==> src/rtl/decode_if.sv <==
// Handshake and decoded-bundle signals between fetch, decode_stage and the ID/EX register.
// The master drives the instruction and out_ready. The slave is decode_stage.
interface decode_if #(
  parameter int XLEN  = 32,
  parameter int CNT_W = 16
);
  logic             in_valid;
  logic             in_ready;
  logic [31:0]      instruction;
  logic             out_valid;
  logic             out_ready;
  logic [5:0]       opcode;
  logic [4:0]       rs;
  logic [4:0]       rt;
  logic [4:0]       rd;
  logic [4:0]       shiftam;
  logic [5:0]       funct;
  logic [15:0]      constant;
  logic [XLEN-1:0]  imm_ext;
  logic [25:0]      jtarget;
  logic [1:0]       itype;
  logic [4:0]       dest_reg;
  logic             reg_write;
  logic             is_load;
  logic             is_store;
  logic             is_branch;
  logic [CNT_W-1:0] stall_cnt;

  modport master (
    output in_valid, instruction, out_ready,
    input  in_ready, out_valid, opcode, rs, rt, rd, shiftam, funct, constant,
           imm_ext, jtarget, itype, dest_reg, reg_write, is_load, is_store,
           is_branch, stall_cnt
  );

  modport slave (
    input  in_valid, instruction, out_ready,
    output in_ready, out_valid, opcode, rs, rt, rd, shiftam, funct, constant,
           imm_ext, jtarget, itype, dest_reg, reg_write, is_load, is_store,
           is_branch, stall_cnt
  );
endinterface

==> src/rtl/decode_stage.sv <==
// Registered MIPS-I decode stage: field split, classification, immediate extension.
// Define LOAD_USE_STALL_EN to enable load-use bubble insertion and the stall counter.
module decode_stage #(
  parameter int XLEN  = 32,
  parameter int CNT_W = 16
) (
  input logic     clk,
  input logic     rst,
  decode_if.slave bus
);
  typedef enum logic [1:0] {
    IT_R   = 2'd0,
    IT_I   = 2'd1,
    IT_J   = 2'd2,
    IT_ILL = 2'd3
  } itype_e;

  typedef struct packed {
    logic [31:0]     instr;
    logic [XLEN-1:0] imm_ext;
    itype_e          itype;
    logic [4:0]      dest_reg;
    logic            is_load;
    logic            is_store;
    logic            is_branch;
  } bundle_t;

  localparam logic [5:0] OP_RTYPE = 6'h00;
  localparam logic [5:0] OP_J     = 6'h02;
  localparam logic [5:0] OP_JAL   = 6'h03;
  localparam logic [5:0] OP_BEQ   = 6'h04;
  localparam logic [5:0] OP_BNE   = 6'h05;
  localparam logic [5:0] OP_ADDI  = 6'h08;
  localparam logic [5:0] OP_ADDIU = 6'h09;
  localparam logic [5:0] OP_SLTI  = 6'h0A;
  localparam logic [5:0] OP_ANDI  = 6'h0C;
  localparam logic [5:0] OP_ORI   = 6'h0D;
  localparam logic [5:0] OP_XORI  = 6'h0E;
  localparam logic [5:0] OP_LUI   = 6'h0F;
  localparam logic [5:0] OP_LW    = 6'h23;
  localparam logic [5:0] OP_SW    = 6'h2B;

  bundle_t    dec;
  bundle_t    held;
  logic       held_valid;
  logic       hazard;
  logic       accept;
  logic [5:0] op_in;

  assign op_in = bus.instruction[31:26];

  always_comb begin
    // NOTE: the whole bundle gets a default first so no case arm can leave a field unassigned and infer a latch.
    dec           = '0;
    dec.instr     = bus.instruction;
    dec.imm_ext   = XLEN'($signed(bus.instruction[15:0]));
    dec.itype     = IT_ILL;
    case (op_in)
      OP_RTYPE: begin
        dec.itype    = IT_R;
        dec.dest_reg = bus.instruction[15:11];
      end
      OP_J: begin
        dec.itype     = IT_J;
        dec.is_branch = 1'b1;
      end
      OP_JAL: begin
        dec.itype     = IT_J;
        dec.is_branch = 1'b1;
        dec.dest_reg  = 5'd31;
      end
      OP_BEQ, OP_BNE: begin
        dec.itype     = IT_I;
        dec.is_branch = 1'b1;
      end
      OP_ADDI, OP_ADDIU, OP_SLTI, OP_LUI: begin
        dec.itype    = IT_I;
        dec.dest_reg = bus.instruction[20:16];
      end
      // Logical immediates take the constant unsigned.
      OP_ANDI, OP_ORI, OP_XORI: begin
        dec.itype    = IT_I;
        dec.dest_reg = bus.instruction[20:16];
        dec.imm_ext  = XLEN'(bus.instruction[15:0]);
      end
      OP_LW: begin
        dec.itype    = IT_I;
        dec.dest_reg = bus.instruction[20:16];
        dec.is_load  = 1'b1;
      end
      OP_SW: begin
        dec.itype    = IT_I;
        dec.is_store = 1'b1;
      end
      default: ;
    endcase
  end

`ifdef LOAD_USE_STALL_EN
  logic             reads_rs;
  logic             reads_rt;
  logic [4:0]       held_rt;
  logic [CNT_W-1:0] stall_q;

  always_comb begin
    reads_rs = (dec.itype == IT_R) || ((dec.itype == IT_I) && (op_in != OP_LUI));
    reads_rt = (dec.itype == IT_R) || (op_in == OP_BEQ) || (op_in == OP_BNE) || (op_in == OP_SW);
  end

  assign held_rt = held.instr[20:16];
  assign hazard  = bus.in_valid & held_valid & held.is_load & (held.dest_reg != 5'd0) &
                   ((reads_rs & (bus.instruction[25:21] == held_rt)) |
                    (reads_rt & (bus.instruction[20:16] == held_rt)));

  // One count per bubble: the cycle the load drains while the dependent waits.
  always_ff @(posedge clk) begin
    if (!rst) begin
      stall_q <= '0;
    end else if (hazard && bus.out_ready && (stall_q != '1)) begin
      stall_q <= stall_q + CNT_W'(1);
    end
  end

  assign bus.stall_cnt = stall_q;
`else
  assign hazard        = 1'b0;
  assign bus.stall_cnt = {CNT_W{1'b0}};
`endif

  assign bus.in_ready = (!held_valid | bus.out_ready) & !hazard;
  assign accept       = bus.in_valid & bus.in_ready;

  always_ff @(posedge clk) begin
    // NOTE: the held bundle is reset along with the valid bit so every output reads 0 after reset, not just out_valid.
    if (!rst) begin
      held       <= '0;
      held_valid <= 1'b0;
    end else if (accept) begin
      held       <= dec;
      held_valid <= 1'b1;
    end else if (bus.out_ready) begin
      held_valid <= 1'b0;
    end
  end

  assign bus.out_valid = held_valid;
  assign bus.opcode    = held.instr[31:26];
  assign bus.rs        = held.instr[25:21];
  assign bus.rt        = held.instr[20:16];
  assign bus.rd        = held.instr[15:11];
  assign bus.shiftam   = held.instr[10:6];
  assign bus.funct     = held.instr[5:0];
  assign bus.constant  = held.instr[15:0];
  assign bus.jtarget   = held.instr[25:0];
  assign bus.imm_ext   = held.imm_ext;
  assign bus.itype     = held.itype;
  assign bus.dest_reg  = held.dest_reg;
  assign bus.reg_write = (held.dest_reg != 5'd0);
  assign bus.is_load   = held.is_load;
  assign bus.is_store  = held.is_store;
  assign bus.is_branch = held.is_branch;
endmodule

==> src/flat_wrapper.sv <==
// flat-port wrapper written by rule: the top's interface ports become plain ports
module decode_stage_flat 
#(
  parameter int XLEN  = 32,
  parameter int CNT_W = 16
)
  (clk, rst, bus_in_valid, bus_instruction, bus_out_ready, bus_in_ready, bus_out_valid, bus_opcode, bus_rs, bus_rt, bus_rd, bus_shiftam, bus_funct, bus_constant, bus_imm_ext, bus_jtarget, bus_itype, bus_dest_reg, bus_reg_write, bus_is_load, bus_is_store, bus_is_branch, bus_stall_cnt);
  decode_if #(.XLEN(XLEN), .CNT_W(CNT_W)) bus_i ();
  input logic clk;
  input logic rst;
  input wire logic [$bits(bus_i.in_valid)-1:0] bus_in_valid;
  input wire logic [$bits(bus_i.instruction)-1:0] bus_instruction;
  input wire logic [$bits(bus_i.out_ready)-1:0] bus_out_ready;
  output wire logic [$bits(bus_i.in_ready)-1:0] bus_in_ready;
  output wire logic [$bits(bus_i.out_valid)-1:0] bus_out_valid;
  output wire logic [$bits(bus_i.opcode)-1:0] bus_opcode;
  output wire logic [$bits(bus_i.rs)-1:0] bus_rs;
  output wire logic [$bits(bus_i.rt)-1:0] bus_rt;
  output wire logic [$bits(bus_i.rd)-1:0] bus_rd;
  output wire logic [$bits(bus_i.shiftam)-1:0] bus_shiftam;
  output wire logic [$bits(bus_i.funct)-1:0] bus_funct;
  output wire logic [$bits(bus_i.constant)-1:0] bus_constant;
  output wire logic [$bits(bus_i.imm_ext)-1:0] bus_imm_ext;
  output wire logic [$bits(bus_i.jtarget)-1:0] bus_jtarget;
  output wire logic [$bits(bus_i.itype)-1:0] bus_itype;
  output wire logic [$bits(bus_i.dest_reg)-1:0] bus_dest_reg;
  output wire logic [$bits(bus_i.reg_write)-1:0] bus_reg_write;
  output wire logic [$bits(bus_i.is_load)-1:0] bus_is_load;
  output wire logic [$bits(bus_i.is_store)-1:0] bus_is_store;
  output wire logic [$bits(bus_i.is_branch)-1:0] bus_is_branch;
  output wire logic [$bits(bus_i.stall_cnt)-1:0] bus_stall_cnt;
  assign bus_i.in_valid = bus_in_valid;
  assign bus_i.instruction = bus_instruction;
  assign bus_i.out_ready = bus_out_ready;
  assign bus_in_ready = bus_i.in_ready;
  assign bus_out_valid = bus_i.out_valid;
  assign bus_opcode = bus_i.opcode;
  assign bus_rs = bus_i.rs;
  assign bus_rt = bus_i.rt;
  assign bus_rd = bus_i.rd;
  assign bus_shiftam = bus_i.shiftam;
  assign bus_funct = bus_i.funct;
  assign bus_constant = bus_i.constant;
  assign bus_imm_ext = bus_i.imm_ext;
  assign bus_jtarget = bus_i.jtarget;
  assign bus_itype = bus_i.itype;
  assign bus_dest_reg = bus_i.dest_reg;
  assign bus_reg_write = bus_i.reg_write;
  assign bus_is_load = bus_i.is_load;
  assign bus_is_store = bus_i.is_store;
  assign bus_is_branch = bus_i.is_branch;
  assign bus_stall_cnt = bus_i.stall_cnt;
  decode_stage #(.XLEN(XLEN), .CNT_W(CNT_W)) u_core (.clk(clk), .rst(rst), .bus(bus_i));
endmodule
==> config.mk <==
export PLATFORM = sky130hd
export DESIGN_NAME = decode_stage_flat
export DESIGN_NICKNAME = d
export VERILOG_FILES = /design/src/rtl/decode_if.sv /design/src/rtl/decode_stage.sv /design/src/flat_wrapper.sv
export SDC_FILE = /design/constraint.sdc
export NUM_CORES = 1
export LEC_CHECK = 0
export CAP_MARGIN = 20
export CELL_PAD_IN_SITES_DETAIL_PLACEMENT = 0
export CELL_PAD_IN_SITES_GLOBAL_PLACEMENT = 1
export CORE_MARGIN = 2
export CORE_UTILIZATION = 22
export CTS_CLUSTER_SIZE = 12
export DETAILED_ROUTE_END_ITERATION = 6
export GPL_ROUTABILITY_DRIVEN = 0
export PLACE_DENSITY_LB_ADDON = 0.25
export SKIP_CTS_REPAIR_TIMING = 1
export SLEW_MARGIN = 20
export SYNTH_ARGS = -nofsm -noshare
export SYNTH_HDL_FRONTEND = slang
export SYNTH_SLANG_ARGS = --single-unit
==> constraint.sdc <==
create_clock -name clk -period 1.3 [get_ports clk]
set_input_delay 0.26 -clock clk [delete_from_list [all_inputs] [get_ports clk]]
set_output_delay 0.26 -clock clk [all_outputs]
set_load 0.01 [all_outputs]
Word-level counts from Yosys, hierarchy flattened
Index checks and enable logic that the tools add are counted.
{"block": "totals", "reg_bits": 75, "output_inout_bits": 135, "elab_cells": 40, "inputBits": 36}
{"block": "op_classes", "bitwise": 2, "reduce_logical": 9, "eq_ne": 13, "muxes": 8}
{"operator": "equality test 6 x 4 -> 1 bit, second input constant", "n": 7}
{"operator": "2-to-1 mux 32 bit", "n": 1}
{"operator": "one-hot mux 5 bit (3 select lines)", "n": 1}
{"operator": "equality test 6 x 2 -> 1 bit, second input constant", "n": 2}
{"operator": "equality test 6 x 3 -> 1 bit, second input constant", "n": 2}
{"operator": "equality test 6 bit, second input constant", "n": 2}
{"operator": "OR reduction 11 bit", "n": 1}
{"operator": "OR reduction 8 bit", "n": 1}
{"operator": "logical NOT 6 bit", "n": 1}
{"operator": "one-hot mux 2 bit (3 select lines)", "n": 1}
{"operator": "2-to-1 mux 1 bit", "n": 5}
{"operator": "nonzero test 5 bit", "n": 1}
{"operator": "OR reduction 4 bit", "n": 1}
{"operator": "OR reduction 3 bit", "n": 1}
{"operator": "nonzero test 2 bit", "n": 1}
{"operator": "OR reduction 2 bit", "n": 1}
{"operator": "bitwise AND 1 bit", "n": 1}
{"operator": "logical NOT 1 bit", "n": 1}
{"operator": "OR 1 bit", "n": 1}

Depth between registers and ports, before layout
Gate-level depths: netlist of the first run.
{"block": "depth", "ltp_word": 4, "mapped_depth": 7, "depth_no_buf": 4}

Worst setup path after synthesis of the first run
Ideal clock, no wire load.
{"block": "synth_timing", "path_type": "register to register", "start": "reg u_core.held_valid, in the netlist u_core.bus.out_valid", "end": "reg u_core.held (netlist bit u_core.bus.is_load)", "arrival_time_ns": 1.265, "n_path_buf": 0, "setup_time_ns": 0.076, "setup_slack_ns": -0.041, "stages_incl_launch_ff": 5, "required_time_ns": 1.224, "synth_period_minus_slack_ns": 1.341, "cell_sequence": "dfxtp_1 nand2b_1 nand2_1 or4_1 a21boi_0"}
{"block": "synth_between", "elab_chain_cells": 3}
{"item": "start: declaration", "line_no": "decode_stage.sv:45", "rtl": "logic held_valid;"}
{"item": "start signal: assignment", "line_no": "decode_stage.sv:137", "rtl": "held_valid <= 1'b0;"}
{"item": "start signal: assignment", "line_no": "decode_stage.sv:140", "rtl": "held_valid <= 1'b1;"}
{"item": "start signal: assignment", "line_no": "decode_stage.sv:142", "rtl": "held_valid <= 1'b0;"}
{"item": "logical NOT 1 bit", "line_no": "decode_stage.sv:130", "rtl": "assign bus.in_ready = (!held_valid | bus.out_ready) & !hazard;"}
{"item": "OR 1 bit", "line_no": "decode_stage.sv:130"}
{"item": "net bus_in_ready", "line_no": "flat_wrapper.sv:14", "rtl": "output wire logic [$bits(bus_i.in_ready)-1:0] bus_in_ready;"}
{"item": "bitwise AND 1 bit", "line_no": "decode_stage.sv:131", "rtl": "assign accept = bus.in_valid & bus.in_ready;"}
{"item": "end signal: assignment", "line_no": "decode_stage.sv:136", "rtl": "held <= '0;"}
{"item": "end signal: assignment", "line_no": "decode_stage.sv:139", "rtl": "held <= dec;"}
{"item": "end: declaration", "line_no": "decode_stage.sv:44", "rtl": "bundle_t held;"}
The timed path passes the listed nets, and every way through them passes these cells.
A chain may end at the register's enable or synchronous reset.

Final worst setup path of the first run
{"block": "layout_timing", "start": "reg u_core.held (netlist bit u_core.bus.dest_reg[2])", "end": "out bus_reg_write"}
{"block": "layout_between", "elab_chain_cells": 1}
{"item": "nonzero test 5 bit", "line_no": "decode_stage.sv:158", "rtl": "assign bus.reg_write = (held.dest_reg != 5'd0);"}
{"item": "end: declaration", "line_no": "flat_wrapper.sv:27", "rtl": "output wire logic [$bits(bus_i.reg_write)-1:0] bus_reg_write;"}
No other way between the ends.

==> results of run 1 <==
[stage by stage]
stage               std cells  setup TNS [ns]  util (%)  hold slack [ns]  area [µm²]
floorplan                 321          -0.113         -            0.391        2570
global placement          541          -14.18      33.6            0.442        3780
detailed placement        541          -14.56      33.6            0.451        3780
CTS                       548          -27.45      34.7            0.460        3920
global route              553        -0.00225      39.4            0.343        4450
finish                    553               0      39.4            0.298        4450
[metal layers]
| metal | global-route usage [%] | up-vias |
|---|---|---|
| li1 | - | 1097 |
| met1 | 14.0 | 999 |
| met2 | 18.7 | 101 |
| met3 | 3.06 | 6 |
| met4 | 3.50 | 0 |
| met5 | 0 | - |
[cell families after synthesis]
group,after synthesis,share of synthesized area (%)
buffers and inverters,111,30.8
other,1,0.149
AND/OR/NAND/NOR,88,15.2
AO/OA/AOI/OAI,59,17.6
multiplexers,1,0.399
flip-flops,44,35.1
adder cells (fa/ha/maj),1,0.399
XOR/XNOR,1,0.349
[layout make-up]
type                       count  area share (%)
timing repair buffer         186            49.7
multi-input combinational    166            22.4
clock inverter                 1           0.113
tap                          143            4.02
sequential                    44            20.2
inverter                       7           0.591
clock buffer                   6            2.90
[path summary, 6_finish.rpt]
| path | from | endpoint | slack (ns) | cells past startpoint |
|---|---|---|---|---|
| setup / recovery | u_core.bus.dest_reg[2] | bus_reg_write | 0.07 | 3 |
| hold / removal | bus_out_ready | u_core.bus.out_valid | 0.30 | 3 |
| setup reg to reg | u_core.bus.out_valid | u_core.bus.is_load | 0.13 | 5 |
| hold reg to reg | u_core.bus.is_load | u_core.bus.is_load | 0.45 | 2 |
[power groups by stage]
| stage | Combinational, mW | Sequential, mW | Clock [mW] |
|---|---|---|---|
| floorplan | 0.509 | 1.56 | 0 |
| global placement | 1.00 | 1.52 | 0 |
| detailed placement | 1.00 | 1.53 | 0 |
| CTS | 1.01 | 1.50 | 1.27 |
| global route | 1.10 | 1.51 | 1.31 |
| finish | 1.02 | 1.50 | 1.19 |
[cells in the mapped netlist, drive strengths merged]
cell type	count	area, µm²
buf	96	717
nand2	69	259
dfxtp	44	881
a21boi	36	270
clkbuf	8	30.0
inv	7	26.3
a21oi	6	30.0
o211a	5	50.1
o221ai	5	43.8
nand2b	3	18.8
nor3	3	15.0
o21ai	3	15.0
a31oi	2	12.5
and2	2	15.0
nor2	2	7.51
nor2b	2	12.5
or3b	2	17.5
and3b	1	8.76
conb	1	3.75
maj3	1	10.0
mux2i	1	10.0
nand3	1	5.00
nand4b	1	8.76
nor4	1	6.26
o311ai	1	8.76
o32a	1	11.3
or4	1	7.51
xor2	1	8.76
[worst max-delay path: stages, from the launching register on]
cell	delay, ns
dfxtp_1	0.32
nor3_2	0.17
nand2_1	0.08
clkbuf_2	0.13
==> results_dict.tcl, run 1 <==
set metrics [dict create \
    outcome "finished clean" \
    cts_tree "done" \
    io_buffers 154 \
    clock_skew_ns 0.00344 \
    initial_utilization_pct 22.3 \
    yosysSeqAreaShare_pct 35.1 \
    core_um2 11300 \
    rsz0062_at_grt "true" \
    syn_inst 306 \
    arrival_ns 0.97 \
    ys_types 32 \
    largest_reg_flops 17 \
    via_count 2203 \
    fin_ws_ns 0.0652 \
    p_int_mw 2.71 \
    p_comb_share_pct 27.5 \
    hold_violations 0 \
    cap_violations 0 \
    pin_count 171 \
    grt_pass1_vias 2079 \
    drtIter0Drc 42 \
    cp.required_ns 1.04 \
    crit_path_max_fanout 2 \
    grt_max_degree 27 \
    endpoint_kind "primary output" \
    grt_first_pass_wirelength_um 11100 \
    n_antenna_cell 0 \
    wl_met3_um 448 \
    pwr-share-clk_pct 32.2 \
    fp.dieW_um 111 \
    chipHeight_um 111 \
    p_seq_share_pct 40.4 \
    grt_antenna_before_repair 0 \
    multi_input_comb_area_um2 997 \
    wl_um 7750 \
    ant_nets 0 \
    syn_area_um2 2510 \
    clkTransAtPathRegs_ns 0.06 \
    dpl_worst_slack_ns -0.500 \
    fmax_mhz 810 \
    post-route-min-period_ns 1.23 \
    avgRoutedWirePerCell_um 14.0 \
    cts.sinks 44 \
    clockBufferDepth 2 \
    most-common-layout-cells "dlymetal6s2s_1 (126), nand2_1 (68), a21boi_0 (31), dfxtp_1 (30), clkdlybuf4s50_1 (27)" \
    clockRootBuffer "clkbuf_16" \
    sw_frac_of_total_pct 26.8 \
    die_area_um2 12300 \
    ys_warn_count 0 \
    final_common_cell "dlymetal6s2s_1" \
    path_class "flip-flop to primary output" \
    finalSetupViolCount 0 \
    cts_buffers 5 \
    p_leak_nw 3.57 \
    areaGrowthSynthToFinish_pct 77.2 \
    hp-class "input pin to flip-flop" \
    wl_met1_um 3600 \
    htree_levels 2 \
    insertion_delay_ns 0.28 \
    slew_violations 0 \
    drive_gt1_share_pct 16.8 \
    drc_errors 0 \
    p_per_area_nw_per_um2 834 \
    net-switching-power_mw 0.995 \
    fin_crit_sh_pct 95.0 \
    nFillCells 1136 \
    top_layer "met4" \
    crit_path_start_kind "flip-flop" \
    hpwl_um 5270 \
    drt_pass1_iterations 4 \
    num_rows 39 \
    peakVddDrop_v 0.000529 \
    avgSynthCellArea_um2 8.20 \
    grt_overflow 0 \
    vias_per_cell 3.98 \
    power.total_mw 3.71 \
    regArea_um2 898 \
    final_net_count 446 \
    ys_ff_latch 44 \
    dr_wl_met2_um 3620 \
    grt_use_total_pct 11.2 \
]
No activity file was read; power rests on OpenSTA's default activity.
==> run 2: changes to the inputs <==
- SLEW_MARGIN: 20 -> 10
==> results of run 2 <==
Final layout, timing and power as in run 1 (identical DEF).
==> run 3: changes to the inputs <==
- ABC_AREA: not set -> 1
- CORE_UTILIZATION: 22 -> 21
==> run 3 against run 2 <==
Synthesized area fell by 2.3%. Global-route usage is 0.25 points lower. Utilization shrank 2.6 points. First-iteration DRC count grew 62%. Non-clock buffer count is 3 lower. Synthesized cell count is 9.2% higher. Die area is 2.2% higher. Via count rose by 4.2%. Flip-flop and latch count stayed put. Clock power about the same.
==> results_dict.tcl, run 3 <==
set metrics [dict create \
    io_buffers 154 \
    cap_violations 0 \
    grt_use_total_pct 10.9 \
    reg2reg_to "u_core.bus.dest_reg[1]" \
    p_per_area_nw_per_um2 901 \
    dpl_cell_area_um2 3700 \
    htree_levels 2 \
    drive_gt1_share_pct 14.4 \
    cp-endpoint "bus_in_ready" \
    slowest_stage "clkdlybuf4s50_1" \
    fin_tns_setup_ns 0 \
    synth_top_cells_by_count "buf_4 (91), nor2_1 (68), dfxtp_1 (44), nand2_1 (36), o21ai_0 (36)" \
    syn_area_um2 2450 \
    vias_per_cell 3.95 \
    grt_overflow 0 \
    arrival_ns 0.99 \
    via_count 2295 \
    cp.buffers_inverters 3 \
    most-common-layout-cells "dlymetal6s2s_1 (123), nor2_1 (67), nand2_1 (34), o21ai_0 (32), dfxtp_1 (31)" \
    p_int_mw 2.74 \
    cts.sinks 44 \
    p_leak_nw 3.43 \
    n_antenna_cell 0 \
    grt_pass1_vias 2195 \
    fp.dieW_um 112 \
    rsz0062_at_grt "true" \
    crit_start "bus_out_ready" \
    stdcell_area_um2 4210 \
    synth_ff_type "dfxtp_1" \
    ys_ff_latch 44 \
    p_seq_share_pct 40.3 \
    cp_slowest_stage_delay_ns 0.45 \
    crit_path_max_fanout 3 \
    whs_ns 0.349 \
    ys_warn_count 0 \
    final_core_util_pct 36.9 \
    drt_pass1_iterations 4 \
    r2r_cells 6 \
    insertion_delay_ns 0.28 \
    initial_utilization_pct 21.5 \
    path_cells "clkdlybuf4s50_1 > inv_1 > nand2_2 > clkbuf_2" \
    clockBufferDepth 2 \
    cp.required_ns 1.04 \
    yosysSeqAreaShare_pct 35.9 \
    final_net_count 474 \
    wl_um 7350 \
    fin_crit_sh_pct 96.5 \
    largest_reg_flops 17 \
    sw_frac_of_total_pct 27.9 \
    die_area_um2 12600 \
    avgSynthCellArea_um2 7.34 \
    grt_max_degree 38 \
    drtIter0Drc 68 \
    synth_area_leaders "dfxtp_1 (36%), buf_4 (28%), nor2_1 (10%)" \
    num_rows 39 \
    syn_inst 334 \
    hold_violations 0 \
    hpwl_um 5410 \
    pwr-share-clk_pct 31.7 \
    areaGrowthSynthToFinish_pct 71.7 \
    peakVddDrop_v 0.000515 \
    pin_count 171 \
    synth_top_area_share_pct 35.9 \
    endpoint_kind "primary output" \
    cts_tree "done" \
    ant_nets 0 \
    clock_skew_ns 0.00201 \
    final_common_cell "dlymetal6s2s_1" \
    drc_errors 0 \
    net-switching-power_mw 1.06 \
    outcome "finished clean" \
    r2r_start "u_core.bus.out_valid" \
    chipHeight_um 112 \
    synth-edff-count 0 \
    p_comb_share_pct 27.9 \
    slew_violations 0 \
    synth_most_common_cell "buf_4" \
    post-route-min-period_ns 1.25 \
    crit_path_start_kind "input pin" \
    grt_antenna_before_repair 0 \
    finalSetupViolCount 0 \
    hp-class "input pin to flip-flop" \
    r2r_setup_slack_ns 0.22 \
    cp_num_cells 4 \
    path_class "input pin to primary output" \
    avgRoutedWirePerCell_um 12.7 \
    fmax_mhz 798 \
    critical_path.top_delay_family "buffers and inverters" \
    core_um2 11400 \
    postSynth.asyncResetShare_pct 0 \
    yosys.area.top_type "dfxtp_1" \
    clockRootBuffer "clkbuf_16" \
    grt_first_pass_wirelength_um 11100 \
    cts_buffers 5 \
    clkTransAtPathRegs_ns 0.06 \
    nFillCells 1219 \
    ys_types 23 \
]
## run 3: metrics by stage
stage                     std cells  total power, mW  setup WS, ns
after floorplan                 349             2.19        0.0503
after global placement          571             2.68        -0.484
after detailed placement        571             2.68        -0.489
after CTS                       578             3.94        -0.380
after global routing            581             4.03      -0.00186
final                           581             3.79        0.0461
## run 3: how the worst min path moves through the flow
stage,start,end,slack [ns],depth (start not counted)
4_1_cts,u_core.bus.opcode[4],u_core.bus.opcode[4],0.50,2
6_report,bus_instruction[31],u_core.bus.opcode[5],0.35,3
3_5_place_dp,u_core.bus.opcode[4],u_core.bus.opcode[4],0.48,2
2_1_floorplan,bus_instruction[11],u_core.bus.imm_ext[11],0.41,2
5_1_grt,bus_instruction[31],u_core.bus.opcode[5],0.37,3
3_3_place_gp,u_core.bus.opcode[4],u_core.bus.opcode[4],0.48,2
## run 3: routing by layer
layer	routed length (µm)	global-route usage (%)	vias to the layer above	part of all wire [%]
li1	-	-	1157	-
met1	3070	13.3	1004	42
met2	3470	18.7	124	47
met3	738	3.62	10	10
met4	80	2.68	0	1.1
met5	0	0	-	0
## run 3: final cells by class
| type | count | area, µm² | share of cell area [%] |
|---|---|---|---|
| Clock inverter | 1 | 5.00 | 0.119 |
| Clock buffer | 6 | 129 | 3.06 |
| Multi-Input combinational cell | 188 | 842 | 20.0 |
| Tap cell | 143 | 179 | 4.25 |
| Sequential cell | 44 | 897 | 21.3 |
| Inverter | 16 | 67.6 | 1.61 |
| Timing Repair Buffer | 183 | 2090 | 49.6 |
## run 3: power by group through the flow
stage,logic (mW),clock network (mW),registers [mW]
4_1_cts,1.12,1.28,1.53
3_3_place_gp,1.12,0,1.56
2_1_floorplan,0.589,0,1.60
6_report,1.06,1.20,1.53
3_5_place_dp,1.12,0,1.56
5_1_grt,1.15,1.33,1.55
## run 3: worst reg2reg max path, delay by kind of cell, from the launching register on
family / cells / cell delay (ns)
AOI/OAI and AO/OA: 1 / 0.14
buffers and inverters: 2 / 0.27
DFF: 1 / 0.34
and+or+nand+nor: 3 / 0.27
## run 3: cell families after synthesis
logic type	synth area share [%]
other	0.153
and+or+nand+nor	18.8
DFF	35.9
buffers and inverters	33.1
AOI/OAI and AO/OA	12.0
==> patch 1 (settings of run 3) <==
The option `LOAD_USE_STALL_EN` is turned on by a define.
--- a/src/rtl/decode_stage.sv
+++ b/src/rtl/decode_stage.sv
@@ -1,5 +1,7 @@
 // Registered MIPS-I decode stage: field split, classification, immediate extension.
 // Define LOAD_USE_STALL_EN to enable load-use bubble insertion and the stall counter.
+`define LOAD_USE_STALL_EN
+
 module decode_stage #(
   parameter int XLEN  = 32,
   parameter int CNT_W = 16
Function: changed (a bounded check fails within 4 cycles, from zero or initial values and one cycle with rst low).
==> patch 1 against run 3 <==
The run now ends with setup timing left. Sequential cell count grew 16. Total power grew 70%. Synthesized cell count grew 72%. Setup slack lost 670 ps. Register-to-register slack lost 810 ps. Wire length grew 77%. Fmax shrank 35%. Synthesized area grew 51%. Cell area grew 71%. Highest routed layer unchanged.
==> patch 1: results (changes against run 3) <==
run_status:
  outcome: "complete, but fails checks"  # was completed
  violations: "setup timing"
setup_path:
  reg2reg_to: "u_core.bus.dest_reg[4]"  # was u_core.bus.dest_reg[1]
  worstSetupStartpoint: "u_core.bus.jtarget[18]"  # was bus_out_ready
  rr_worst_depth: 16  # was 6
  crit_path_max_fanout: 4  # was 3
  cp_data_arrival_time_ps: 1670  # was 990 ps
worst_hold_path:
  hold_end: "u_core.bus.jtarget[21]"  # was u_core.bus.opcode[5]
pwr:
  power.leakage_nw: 5.12  # was 3.43 nW
yosys:
  ys_seq_area_frac: 0.324  # was 0.359
  synth_cell_types: 28  # was 23
  yosys-top-cells-count: "nand2_1 (127), nor2_1 (109), inv_1 (84)"  # was buf_4 (91), nor2_1 (68), dfxtp_1 (44)
placement:
  dp_hpwl_mm: 9.05  # was 5.41 mm
timing:
  setup_viol: 62  # was 0
  worst_slack_ps: -625  # was 46.1 ps
global_route:
  grt_use_met3: 0.0400  # was 0.0362
  grt_pass1_vias: 3580  # was 2195
  grt_start_max_net_pins: 27  # was 38
  grt_util_met2: 0.209  # was 0.187
  grt_use_total: 0.123  # was 0.109
detailed_routing:
  drt_iter0_drc: 100  # was 68
  vias_per_cell: 3.99  # was 3.95
  wl_met1_mm: 5.82  # was 3.07 mm
finish:
  nets: 813  # was 474
clock_network:
  cts_max_level: 3  # was 2
## patch 1: changes by cell type after synthesis, sizes merged, moves of 9 or more
cell	before	now
nand4	0	28
inv	16	84
o21ai	36	7
nand3	6	16
dfxtp	44	60
nor2	70	112
xor2	0	9
buf	94	83
nand2	37	132
## patch 1: final cells by class
| cell class | count | area (um^2) |
|---|---|---|
| Fill cell | 1766 | 10100 |
| Timing Repair Buffer | 277 | 3020 |
| Multi-Input combinational cell | 341 | 1980 |
| Sequential cell | 60 | 1240 |
| Inverter | 87 | 328 |
| Clock buffer | 13 | 282 |
| Tap cell | 225 | 282 |
| Clock inverter | 3 | 65.1 |
## patch 1: kinds of logic (layout without fill, tap and decap cells)
family / after synthesis / count (layout) / synth area share
DFF: 60 / 60 / 0.324
adders and majority gates: 1 / 1 / 0.00337
and+or+nand+nor: 296 / 298 / 0.343
AOI/OAI and AO/OA: 30 / 30 / 0.0438
xor gates and xnor gates: 12 / 12 / 0.0283
buffers and inverters: 176 / 380 / 0.258
## patch 1: where the power goes
group          total [mW]  internal (mW)  switching, mW
Sequential           2.03           1.94         0.0861
Clock                2.80           1.90          0.900
Combinational        1.61          0.863          0.742
## patch 1: through the flow
stage | setup slack, ps | cell area (um^2) | hold slack [ps] | util | std cells
floorplan | -344 | 3810 | 394 | - | 575
global placement | -1290 | 5920 | 491 | 0.342 | 977
detailed placement | -1300 | 5920 | 502 | 0.342 | 977
CTS | -1320 | 6270 | 270 | 0.362 | 993
global route | -740 | 7200 | 266 | 0.416 | 1006
finish | -625 | 7200 | 232 | 0.416 | 1006
## patch 1: worst max-delay path, cell delays in order, from the launching register on
cell      delay [ps]
dfxtp_4          380
inv_2             40
nand2_2           50
nand2_2           60
nor2_4           110
nand3_2           80
nor2_2           100
nand3_2          120
a21oi_4          210
nor2_1            60
clkbuf_2         120
==> patch 2 (config.mk and constraints of run 3) <==
Made on the original files. `CNT_W` is set to 16 in 3 places; all go to 20.
--- a/src/rtl/decode_if.sv
+++ b/src/rtl/decode_if.sv
@@ -2,7 +2,7 @@
 // The master drives the instruction and out_ready. The slave is decode_stage.
 interface decode_if #(
   parameter int XLEN  = 32,
-  parameter int CNT_W = 16
+  parameter int CNT_W = 20
 );
   logic             in_valid;
   logic             in_ready;
--- a/src/rtl/decode_stage.sv
+++ b/src/rtl/decode_stage.sv
@@ -2,7 +2,7 @@
 // Define LOAD_USE_STALL_EN to enable load-use bubble insertion and the stall counter.
 module decode_stage #(
   parameter int XLEN  = 32,
-  parameter int CNT_W = 16
+  parameter int CNT_W = 20
 ) (
   input logic     clk,
   input logic     rst,
--- a/src/flat_wrapper.sv
+++ b/src/flat_wrapper.sv
@@ -2,7 +2,7 @@
 module decode_stage_flat 
 #(
   parameter int XLEN  = 32,
-  parameter int CNT_W = 16
+  parameter int CNT_W = 20
 )
   (clk, rst, bus_in_valid, bus_instruction, bus_out_ready, bus_in_ready, bus_out_valid, bus_opcode, bus_rs, bus_rt, bus_rd, bus_shiftam, bus_funct, bus_constant, bus_imm_ext, bus_jtarget, bus_itype, bus_dest_reg, bus_reg_write, bus_is_load, bus_is_store, bus_is_branch, bus_stall_cnt);
   decode_if #(.XLEN(XLEN), .CNT_W(CNT_W)) bus_i ();
Ports: changed (resized bus_stall_cnt); port bits go from 171 to 175. The function was not compared with the original's and may differ.
==> patch 2 against run 3 <==
Non-clock buffer count is 1 lower. Final cell count is 0.69% higher. Highest routed layer unchanged. Synthesized area is 1.2% higher. Via count is 1.1% higher. Sequential cell count stayed put. Fmax is 0.72% lower. Critical endpoint unchanged. Total power is 3.6% higher. Setup slack worse by 9.0 ps. Critical path depth stayed put. Hold slack better by 8.4 ps. Cell area is 1.3% higher. Wire length is 6.0% higher. First-iteration DRC count is 5.9% lower. Count of clock-buffer cells in the layout stayed put.
==> patch 2: results (changes against run 3) <==
finish:
  largest_register_ffs: 17  # unchanged
  nets: 477  # was 474
  n_antenna_cell: 0  # unchanged
  drive_gt1_frac: 0.147  # was 0.144
timing:
  holdWs_ps: 357  # was 349 ps
  finClkSkew_ps: 5.84  # was 2.01 ps
  slew_viol_final: 0  # unchanged
yosys:
  synth_cell_types: 23  # unchanged
  ys_seq_area_frac: 0.355  # was 0.359
  synthFlopType: "dfxtp_1"  # unchanged
  yosysWarnings: 0  # unchanged
  yosys-top-cells-count: "buf_4 (95), nor2_1 (68), dfxtp_1 (44)"  # was buf_4 (91), nor2_1 (68), dfxtp_1 (44)
  synth_area_leaders: "dfxtp_1 (36%), buf_4 (29%), nor2_1 (10%), o21ai_0 (7.3%), nand2_1 (5.4%)"  # was dfxtp_1 (36%), buf_4 (28%), nor2_1 (10%), o21ai_0 (7.4%), nand2_1 (5.5%)
  ys_async_sr_fraction: 0  # unchanged
run_status:
  outcome: "completed"  # unchanged
worst_hold_path:
  hold_end: "u_core.bus.opcode[0]"  # was u_core.bus.opcode[5]
  min_path_type: "input port to flop"  # unchanged
  worstHoldStart: "bus_instruction[26]"  # was bus_instruction[31]
  hold-path-cell-count: 3  # unchanged
clock_network:
  cts-root-buf: "clkbuf_16"  # unchanged
  clk_pin_slew_ps: 60  # about the same
  cts_max_level: 2  # unchanged
  clockBufferDepth: 2  # unchanged
  numCtsBuffers: 5  # unchanged
  clk_latency_ps: 280  # about the same
global_route:
  antenna_found_initial: 0  # unchanged
  grt_util_met2: 0.195  # was 0.187
  grt_use_total: 0.110  # was 0.109
  grt_pass1_vias: 2093  # was 2195
  grt_pass1_wl_mm: 11.2  # was 11.1 mm
  grt_use_met3: 0.0348  # was 0.0362
  met1_usage: 0.131  # was 0.133
  grt_start_max_net_pins: 29  # was 38
setup_path:
  slowest_delay_ps: 460
  cp_slowest_cell: "clkdlybuf4s50_1"  # unchanged
  cp_data_arrival_time_ps: 1000
  reg2reg_to: "u_core.bus.itype[0]"  # was u_core.bus.dest_reg[1]
  reg2reg_from: "u_core.bus.out_valid"  # unchanged
  crit_path_max_fanout: 3  # unchanged
  rr_worst_depth: 6  # unchanged
  reg2reg_slack_ps: 220  # about the same
detailed_routing:
  firstDrtPassIters: 5  # was 4
  vias: 2321  # was 2295
  drt_iter0_drc: 64  # was 68
  wirelength_mm: 7.79  # was 7.35 mm
pwr:
  power.leakage_nw: 3.44  # was 3.43 nW
  p_switching_mw: 1.12  # was 1.06 mW
  vdd_drop_max_uv: 631  # was 515 uV
placement:
  port_buffers: 154  # unchanged
  dp_hpwl_mm: 5.73  # was 5.41 mm
  placed_cell_area_um2: 3720  # was 3700 um^2
## patch 2: changes by cell type after synthesis, sizes merged
| cell | before | now |
|---|---|---|
| buf | 94 | 98 |
## patch 2: kinds of logic after synthesis
group,Yosys count,synth area share
buf+inv,121,0.339
compound gates,57,0.119
simple gates,115,0.186
other cells,1,0.00151
flops,44,0.355
## patch 2: per-layer routing
metal  up-vias  part of all wire  wire (um)
met2       117              0.49       3790
met4         0            0.0039         30
met5         -                 0          0
met3         2              0.10        796
li1       1156                 -          -
met1      1046              0.41       3170
## patch 2: worst max-delay path by stage
stage | from | to | slack (ps) | depth (start not counted)
2_1_floorplan | u_core.bus.out_valid | u_core.bus.imm_ext[10] | 50 | 7
3_3_place_gp | bus_instruction[31] | u_core.bus.dest_reg[4] | -450 | 11
3_5_place_dp | bus_instruction[28] | u_core.bus.dest_reg[4] | -490 | 8
4_1_cts | bus_out_ready | bus_in_ready | -380 | 4
5_1_grt | bus_out_ready | u_core.bus.is_branch | -20 | 10
6_report | bus_out_ready | bus_in_ready | 40 | 4
## patch 2: area by class of cell
type	count	area [um^2]
inverters	16	65.1
flip-flops and latches	44	897
multi-input cells	192	875
well taps	143	179
repair buffers	182	2100
clock inverters	2	15.0
fillers	1192	7200
clock buffers	6	139
## patch 2: stage by stage
| stage | setup WS, ps | instances | setup TNS (ps) | util |
|---|---|---|---|---|
| detailed placement | -492 | 576 | -13570 | 0.324 |
| floorplan | 50.3 | 357 | 0 | - |
| global placement | -453 | 576 | -12850 | 0.324 |
| finish | 37.1 | 585 | 0 | 0.372 |
| global route | -17.4 | 585 | -43.5 | 0.372 |
| CTS | -383 | 584 | -27700 | 0.338 |
## patch 2: critical path, delay by kind of cell
kind / cells / cell delay, ps
buffers and inverters: 3 / 640
AND/OR/NAND/NOR: 1 / 90
## patch 2: power groups by stage
stage	logic [mW]	clock network, mW	registers (mW)
2_1_floorplan	0.603	0	1.60
6_report	1.08	1.32	1.53
5_1_grt	1.17	1.45	1.55
3_5_place_dp	1.13	0	1.57
3_3_place_gp	1.13	0	1.56
4_1_cts	1.14	1.38	1.53
